<file path="config.mk">
export PLATFORM = sky130hd
export DESIGN_NAME = mmcm_reset_sequencer
export DESIGN_NICKNAME = d
export VERILOG_FILES = /design/src/rtl/mmcm_reset_sequencer.sv
export SDC_FILE = /design/constraint.sdc
export NUM_CORES = 1
export LEC_CHECK = 0
export CAP_MARGIN = 20
export CORE_MARGIN = 2
export CORE_UTILIZATION = 30
export CTS_BUF_LIST = sky130_fd_sc_hd__clkbuf_8 sky130_fd_sc_hd__clkbuf_16
export CTS_CLUSTER_SIZE = 8
export DETAILED_ROUTE_END_ITERATION = 8
export GPL_TIMING_DRIVEN = 0
export PLACE_DENSITY = 0.44
export SKIP_CTS_REPAIR_TIMING = 1
export SLEW_MARGIN = 20
export SYNTH_ARGS = -nofsm -noshare
export SYNTH_HDL_FRONTEND = slang
export SYNTH_SLANG_ARGS = --single-unit
</file>
<file path="constraint.sdc">
create_clock -name CLK -period 0.85 [get_ports CLK]
set_input_delay 0.2125 -clock CLK [delete_from_list [all_inputs] [get_ports CLK]]
set_output_delay 0.2125 -clock CLK [all_outputs]
set_load 0.03 [all_outputs]
</file>
<file path="src/rtl/mmcm_reset_sequencer.sv">
// mmcm_reset_sequencer: qualifies MMCM LOCKED, then releases staged resets.
// Optional lock-loss event counter enabled by defining LOCK_LOSS_CNT_EN.
module mmcm_reset_sequencer #(
  parameter int SYNC_STAGES        = 2,
  parameter int LOCK_STABLE_CYCLES = 1024,
  parameter int NUM_STAGES         = 4,
  parameter int STAGE_GAP_CYCLES   = 16,
  parameter int CNT_W              = 16
) (
  input  logic                  CLK,
  input  logic                  RESET_N,
  input  logic                  LOCKED,
  input  logic                  SOFT_RESET,
  output logic [NUM_STAGES-1:0] STAGE_RESET_N,
  output logic                  READY,
  output logic [1:0]            SEQ_STATE
`ifdef LOCK_LOSS_CNT_EN
  ,
  output logic [CNT_W-1:0]      LOCK_LOSS_COUNT
`endif
);

  if (SYNC_STAGES < 2 || SYNC_STAGES > 4) begin : g_bad_sync
    $error("SYNC_STAGES must be 2..4");
  end
  if (LOCK_STABLE_CYCLES < 1) begin : g_bad_stable
    $error("LOCK_STABLE_CYCLES must be >= 1");
  end
  if (NUM_STAGES < 1 || NUM_STAGES > 8) begin : g_bad_stages
    $error("NUM_STAGES must be 1..8");
  end
  if (STAGE_GAP_CYCLES < 1) begin : g_bad_gap
    $error("STAGE_GAP_CYCLES must be >= 1");
  end
  if (CNT_W < 1) begin : g_bad_cnt
    $error("CNT_W must be >= 1");
  end

  localparam int SW = $clog2(LOCK_STABLE_CYCLES) + 1;
  localparam int GW = $clog2(STAGE_GAP_CYCLES) + 1;
  localparam int IW = $clog2(NUM_STAGES) + 1;

  localparam logic [SW-1:0] STABLE_LAST = SW'(LOCK_STABLE_CYCLES - 1);
  localparam logic [GW-1:0] GAP_LAST    = GW'(STAGE_GAP_CYCLES - 1);
  localparam logic [IW-1:0] IDX_LAST    = IW'(NUM_STAGES - 1);

  typedef enum logic [1:0] {
    HOLD        = 2'd0,
    WAIT_STABLE = 2'd1,
    RELEASE     = 2'd2,
    RUN         = 2'd3
  } state_t;

  logic [1:0] rst_sync;
  logic       rst_n;

  always_ff @(posedge CLK or negedge RESET_N) begin
    if (!RESET_N) rst_sync <= '0;
    else          rst_sync <= {rst_sync[0], 1'b1};
  end

  assign rst_n = rst_sync[1];

  logic [SYNC_STAGES-1:0] lock_sync;
  logic                   lock_s;
  logic                   lock_all;

  always_ff @(posedge CLK or negedge rst_n) begin
    if (!rst_n) lock_sync <= '0;
    else        lock_sync <= {lock_sync[SYNC_STAGES-2:0], LOCKED};
  end

  assign lock_s   = lock_sync[SYNC_STAGES-1];
  // Any low flop in the chain means a loss is on its way: freeze releases.
  assign lock_all = &lock_sync;

  state_t                state_q, state_d;
  logic [SW-1:0]         stab_q, stab_d;
  logic [GW-1:0]         gap_q, gap_d;
  logic [IW-1:0]         idx_q, idx_d;
  logic [NUM_STAGES-1:0] stage_q, stage_d;
  logic                  ready_q, ready_d;
  logic                  loss;
  logic                  abort;

  always_ff @(posedge CLK or negedge rst_n) begin
    if (!rst_n) begin
      state_q <= HOLD;
      stab_q  <= '0;
      gap_q   <= '0;
      idx_q   <= '0;
      stage_q <= '0;
      ready_q <= 1'b0;
    end else begin
      state_q <= state_d;
      stab_q  <= stab_d;
      gap_q   <= gap_d;
      idx_q   <= idx_d;
      stage_q <= stage_d;
      ready_q <= ready_d;
    end
  end

  always_comb begin
    state_d = state_q;
    stab_d  = stab_q;
    gap_d   = gap_q;
    idx_d   = idx_q;
    stage_d = stage_q;
    ready_d = ready_q;
    loss    = (state_q != HOLD) && !lock_s;
    abort   = (state_q != HOLD) && (!lock_s || SOFT_RESET);
    if (abort) begin
      state_d = HOLD;
      stab_d  = '0;
      gap_d   = '0;
      idx_d   = '0;
      stage_d = '0;
      ready_d = 1'b0;
    end else begin
      unique case (state_q)
        HOLD: begin
          stab_d  = '0;
          gap_d   = '0;
          idx_d   = '0;
          stage_d = '0;
          ready_d = 1'b0;
          if (lock_s) state_d = WAIT_STABLE;
        end
        WAIT_STABLE: begin
          if (stab_q != STABLE_LAST) begin
            stab_d = stab_q + 1'b1;
          end else if (lock_all) begin
            state_d = RELEASE;
            stage_d = NUM_STAGES'(1);
            idx_d   = '0;
            gap_d   = '0;
          end
        end
        RELEASE: begin
          if (gap_q != GAP_LAST) begin
            gap_d = gap_q + 1'b1;
          end else if (lock_all) begin
            gap_d = '0;
            if (idx_q == IDX_LAST) begin
              state_d = RUN;
              ready_d = 1'b1;
            end else begin
              idx_d   = idx_q + 1'b1;
              // Released bits are contiguous from bit 0; extend by one.
              stage_d = stage_q | (stage_q << 1);
            end
          end
        end
        RUN: begin
          stage_d = '1;
          ready_d = 1'b1;
        end
      endcase
    end
  end

  assign STAGE_RESET_N = stage_q;
  assign READY         = ready_q;
  assign SEQ_STATE     = state_q;

`ifdef LOCK_LOSS_CNT_EN
  logic [CNT_W-1:0] llc_q;

  always_ff @(posedge CLK or negedge rst_n) begin
    if (!rst_n) begin
      llc_q <= '0;
    end else if (loss && (llc_q != '1)) begin
      llc_q <= llc_q + 1'b1;
    end
  end

  assign LOCK_LOSS_COUNT = llc_q;
`endif

endmodule

</file>
* Yosys cells after proc, flatten, opt, wreduce, memory -nomap -nowiden *
Cells that the tools add are included.

storage, ports and cells
  input port bits = 4
  register bits = 30
  word-level logic and storage cells = 76
  output and inout bits = 7

cells by class
  equal/unequal tests = 14
  bitwise operators = 1
  reduce and logical (&&, ||, !) cells = 15
  $add $sub $neg = 3
  mux-type cells = 35

operators with widths
  operator                                          count
  2-to-1 mux 4 bit                                  6
  != test 3 bit (second input constant)             8
  2-to-1 mux 11 bit                                 2
  one-hot mux 11 bit (2 select lines)               1
  2-to-1 mux 5 bit                                  4
  2-to-1 mux 3 bit                                  6
  one-hot mux 4 bit (4 select lines)                1
  one-hot mux 5 bit (3 select lines)                1
  2-to-1 mux 2 bit                                  7
  adder 11 x 1 -> 11 bit (second input constant)    1
  != test 11 x 10 -> 1 bit (second input constant)  1
  one-hot mux 3 bit (3 select lines)                1
  nonzero test 4 bit                                2
  AND reduction 7 bit                               1
  one-hot mux 2 bit (3 select lines)                1
  AND reduction 2 bit                               3
  AND reduction 6 bit                               1
  adder 5 x 1 -> 5 bit (second input constant)      1
  != test 5 x 4 -> 1 bit (second input constant)    1
  AND reduction 5 bit                               1
  equality test 2 bit (second input constant)       2
  2-to-1 mux 1 bit                                  4
  bitwise OR 4 bit                                  1
  AND reduction 4 bit                               1
  other kinds (10)                                  10

* Logic depth before layout (Yosys ltp) *
Gate-level depths: netlist of run 1.

  depth after elaboration = 6
  mapped depth = 7
  mapped depth without buffers = 6

* Least setup slack after synthesis of run 1 *
OpenSTA, ideal clock, no wires.

  kind = flip-flop to flip-flop
  from = register state_q[0], in the netlist SEQ_STATE[0]
  to = register idx_q[0]
  path slack = -1.260 ns
  arrival = 1.985 ns
  required time = 0.725 ns
  stages on the path, launching flop included = 7
  setup time = 0.125 ns
  period minus slack after synthesis = 2.110 ns
  path through = dfrtp_1 -> inv_1 -> ha_1 -> clkbuf_1 -> o221ai_1 -> o211a_1 -> mux2_2

between the ends
  word-level cells in the longest chain between the ends = 4
  elaborated cells between the ends (all ways) = 14

RTL lines
  item                                                                         RTL line  text
  start: declaration                                                           77        state_t state_q, state_d;
  start signal: assignment                                                     95        state_q <= state_d;
  nonzero test 2 bit                                                           112       abort = (state_q != HOLD) && (!lock_s || SOFT_RESET);
  logical AND 1 bit                                                            112
  != test 3 bit (no source line) / nonzero test 4 bit (equally long branches)  n/a
  AND reduction 6 bit (no source line)                                         n/a
  end signal: assignment                                                       98        idx_q <= idx_d;
  end: declaration                                                             80        logic [IW-1:0] idx_q, idx_d;

Several ways; a longest one is shown, not always the timed one.
A chain may end at the register's enable or synchronous reset.

* Worst setup path after layout of run 1 *
  from = register idx_q[0]
  to = register idx_q[2]

between the ends
  word-level cells in the longest chain between the ends = 6
  elaborated cells between the ends (all ways) = 9

RTL lines
  item                                RTL line  text
  adder 3 x 1 -> 3 bit                149       idx_d = idx_q + 1'b1;
  2-to-1 mux 3 bit                    145       if (idx_q == IDX_LAST) begin
  2-to-1 mux 3 bit                    143       end else if (lock_all) begin
  2-to-1 mux 3 bit                    141       if (gap_q != GAP_LAST) begin
  one-hot mux 3 bit (3 select lines)  121       unique case (state_q)
  2-to-1 mux 3 bit                    113       if (abort) begin

Several ways; a longest one is shown, not always the timed one. The select of a mux whose other input is x is not followed.

==> impl_results.md, run 1 <==
* Post-synth top area share at 42.0%
* Ys async rst share at 100%
* Largest area contributor in the netlist: dfrtp_1
* Final GP Congestion at 0.837
* Area delta synth->final at 59.2%
* Largest family of logic cells by synthesized area: compound AO/OA/AOI/OAI gates
* Final setup TNS at -24770 ps
* CP cell instances: ha_2, ha_2, nand3b_1, o221ai_4, o211a_4, mux2_4
* Startpoint types: register
* Sequential area share after synthesis at 42.0%
* Crit-path max FO at 3
* Syn_nets at 193
* Hold Crit Class: in2async
* Setup WS post-layout at -985 ps
* Mapped Area at 1790 um^2
* Failing checks: negative setup slack
* Dominant synthesized flop cell: dfrtp_1
* Worst-path clk slew at 70 ps
* Ant. Diodes at 0
* DIE AREA at 6580 um^2
* Critical Path AT at 2010 ps
* Synth Area in Compound Gates at 24.6%
* Number of synthesized flops with an enable pin at 0
* Input/output buffers at 10
* Iteration-0 DRC count of the detailed router at 67
* Via count at 1670
* # placed instances at 266
* Area share of xor/xnor cells in the synthesized design at 0%
* Final hold vios at 0
* Max-slew violations at 0
* RSZ-0062 raised after global routing: yes
* Pleak at 1.27 nW
* Share of layout cells above drive strength 1 at 49.6%
* Post-synth top cells: dfrtp_1 (30), inv_1 (13), o21ai_0 (12), nor2_1 (11), a21oi_1 (10)
* Reg2Reg Setup Slack at -980 ps
* FF-to-FF End: idx_q[2]
* Num CTS Buffers at 5
* Vias per cell at 5.20
* Final #Nets at 257
* Post-synthesis average cell area at 9.86 um^2
* Die Width at 81.1 um
* Min cycle time layout at 1830 ps
* Top cell by count, worst path: ha_2
* Root Driver: clkbuf_8
* Remaining DRCs at 0
* Vias in the first global route at 1510
* GR Overflow Total at 0
* Die height at 81.1 um
* Antenna-violating nets left at 0
* Core area at 5850 um^2
* Max Cap Viol at 0
* CTS tree: done
* CP endpoint kind: register
* Clock skew at 9.76 ps
* Initial antenna violation count at 0
* Fmax at 0.545 GHz
* Period utilisation layout at 216%
* Drt pass-1 iters at 4
* Crit path kind: reg2reg
* Power Density at 3140 nW/um^2
* Mux cell area share after synthesis at 5.40%
* Post-synthesis cell count at 181
* Hold Slack at 84.5 ps
* Distinct cell type count after synthesis at 52
* Clk buf depth at 2
* Clk_lat worst skew at 290 ps
* H-Tree Depth at 2
* Ys Warns at 0
* Largest net degree at the start of global routing at 29
* Num rows at 28
* Total Power at 8.94 mW
* I/O Pins at 11
* Origin of the critical flop-to-flop path: idx_q[0]
* Clock Sink Count at 30
* Crit path largest cell delay at 400 ps
* First-pass GRT wire length at 7610 um
* Finished Layout Cells at 321
* Initial Utilization at 30.5%
* Drt total wl at 5040 um
* Worst vdd ir at 1.69 mV
* GRT Overall Usage at 15.3%
* Post-Synth Adder-Cell Area at 5.61%
* Synth Register Bits at 30
* Slowest-stage cell, CP: dfrtp_1
* Req. time, crit path at 1030 ps
* Wire per inst at 15.7 um
* Most numerous cell in the Yosys netlist: dfrtp_1
* Endpoints failing setup at 33
* Simple-Gate Fraction of Synth Area at 18.5%
* DPL Wire Length at 3180 um
* Status: finished, violations left
* Top post-synthesis cells by area: dfrtp_1 (42%), ha_1 (5.6%), o21ai_0 (3.4%)
* Worst reg2reg path depth at 6
cell usage in the layout, fill, tap and decap left out, types with 4 or more instances in the layout:
master and count:
ha_4 5, nand3_1 5, buf_4 38, clkbuf_8 6, nor2_1 10, o21a_1 4, mux2_4 4, o21ai_0 5
nand4_1 4, nand2_1 7, a21oi_1 8, dfrtp_1 22, inv_1 11, buf_6 18, dfrtp_2 7, mux2i_1 4
final cells by class:
type,count,area [um^2]
Timing Repair Buffer,57,503
Inverter,13,53.8
Clock buffer,6,82.6
Fill cell,532,3010
Tap cell,75,93.8
Buffer,4,50.0
Clock inverter,2,12.5
Sequential cell,30,763
Multi-Input combinational cell,134,1280
state kept, by name, indices dropped and copies added, names as in the netlist:
| name | cells |
|---|---|
| gap_q | 5 |
| stab_q | 11 |
| lock_sync | 2 |
| rst_sync | 2 |
| STAGE_RESET_N | 4 |
| READY | 1 |
| idx_q | 3 |
| SEQ_STATE | 2 |
worst max-delay path by stage:
stage               cells after the start  startpoint       end  slack (ps)
floorplan                               6    idx_q[0]  idx_q[0]        -910
global placement                        5  SOFT_RESET  idx_q[1]       -1220
detailed placement                      5  SOFT_RESET  idx_q[2]       -1220
CTS                                     5    gap_q[0]  idx_q[1]       -1170
global route                            6    gap_q[1]  idx_q[2]       -1040
finish                                  6    idx_q[0]  idx_q[2]        -980
where the power goes:
part | total (mW) | internal, mW | switching, mW | leakage, nW
logic | 5.74 | 3.04 | 2.70 | 0.833
registers | 1.97 | 1.66 | 0.309 | 0.393
clock network | 1.23 | 0.650 | 0.583 | 0.0472
total | 8.94 | 5.34 | 3.60 | 1.27
layer usage:
| metal | up-vias | share of wire (%) | global-route usage [%] |
|---|---|---|---|
| li1 | 821 | - | - |
| met1 | 818 | 45 | 20.2 |
| met2 | 25 | 51 | 24.8 |
| met3 | 6 | 3.0 | 3.67 |
| met4 | 0 | 1.2 | 4.75 |
| met5 | - | 0 | 0 |
worst max-delay path, delay by kind of cell (launching register included):
| family | cells | cell delay [ps] |
|---|---|---|
| AO/OA/AOI/OAI | 2 | 440 |
| flip-flops | 1 | 400 |
| adder cells (fa/ha/maj) | 2 | 370 |
| multiplexers | 1 | 300 |
| AND/OR/NAND/NOR | 1 | 210 |
kinds of logic after synthesis:
kind of cell | Yosys count
buf+inv | 17
simple gates | 54
compound gates | 62
mux | 9
flops | 30
other cells | 1
fa+ha+maj | 8
stage by stage:
stage,utilization [%],setup slack (ps),instance area [um^2]
after floorplan,-,-907,1920
after global placement,36.1,-1220,2110
after detailed placement,36.1,-1220,2110
after CTS,37.7,-1170,2210
after global routing,48.6,-1040,2840
final,48.6,-985,2840
No activity file was read; power rests on OpenSTA's default activity.
==> inputs of run 2 (changes only) <==
Settings changed: SLEW_MARGIN 20 to unset.
==> results of run 2 <==
No change in the layout: final DEF, timing and power equal those of run 1.
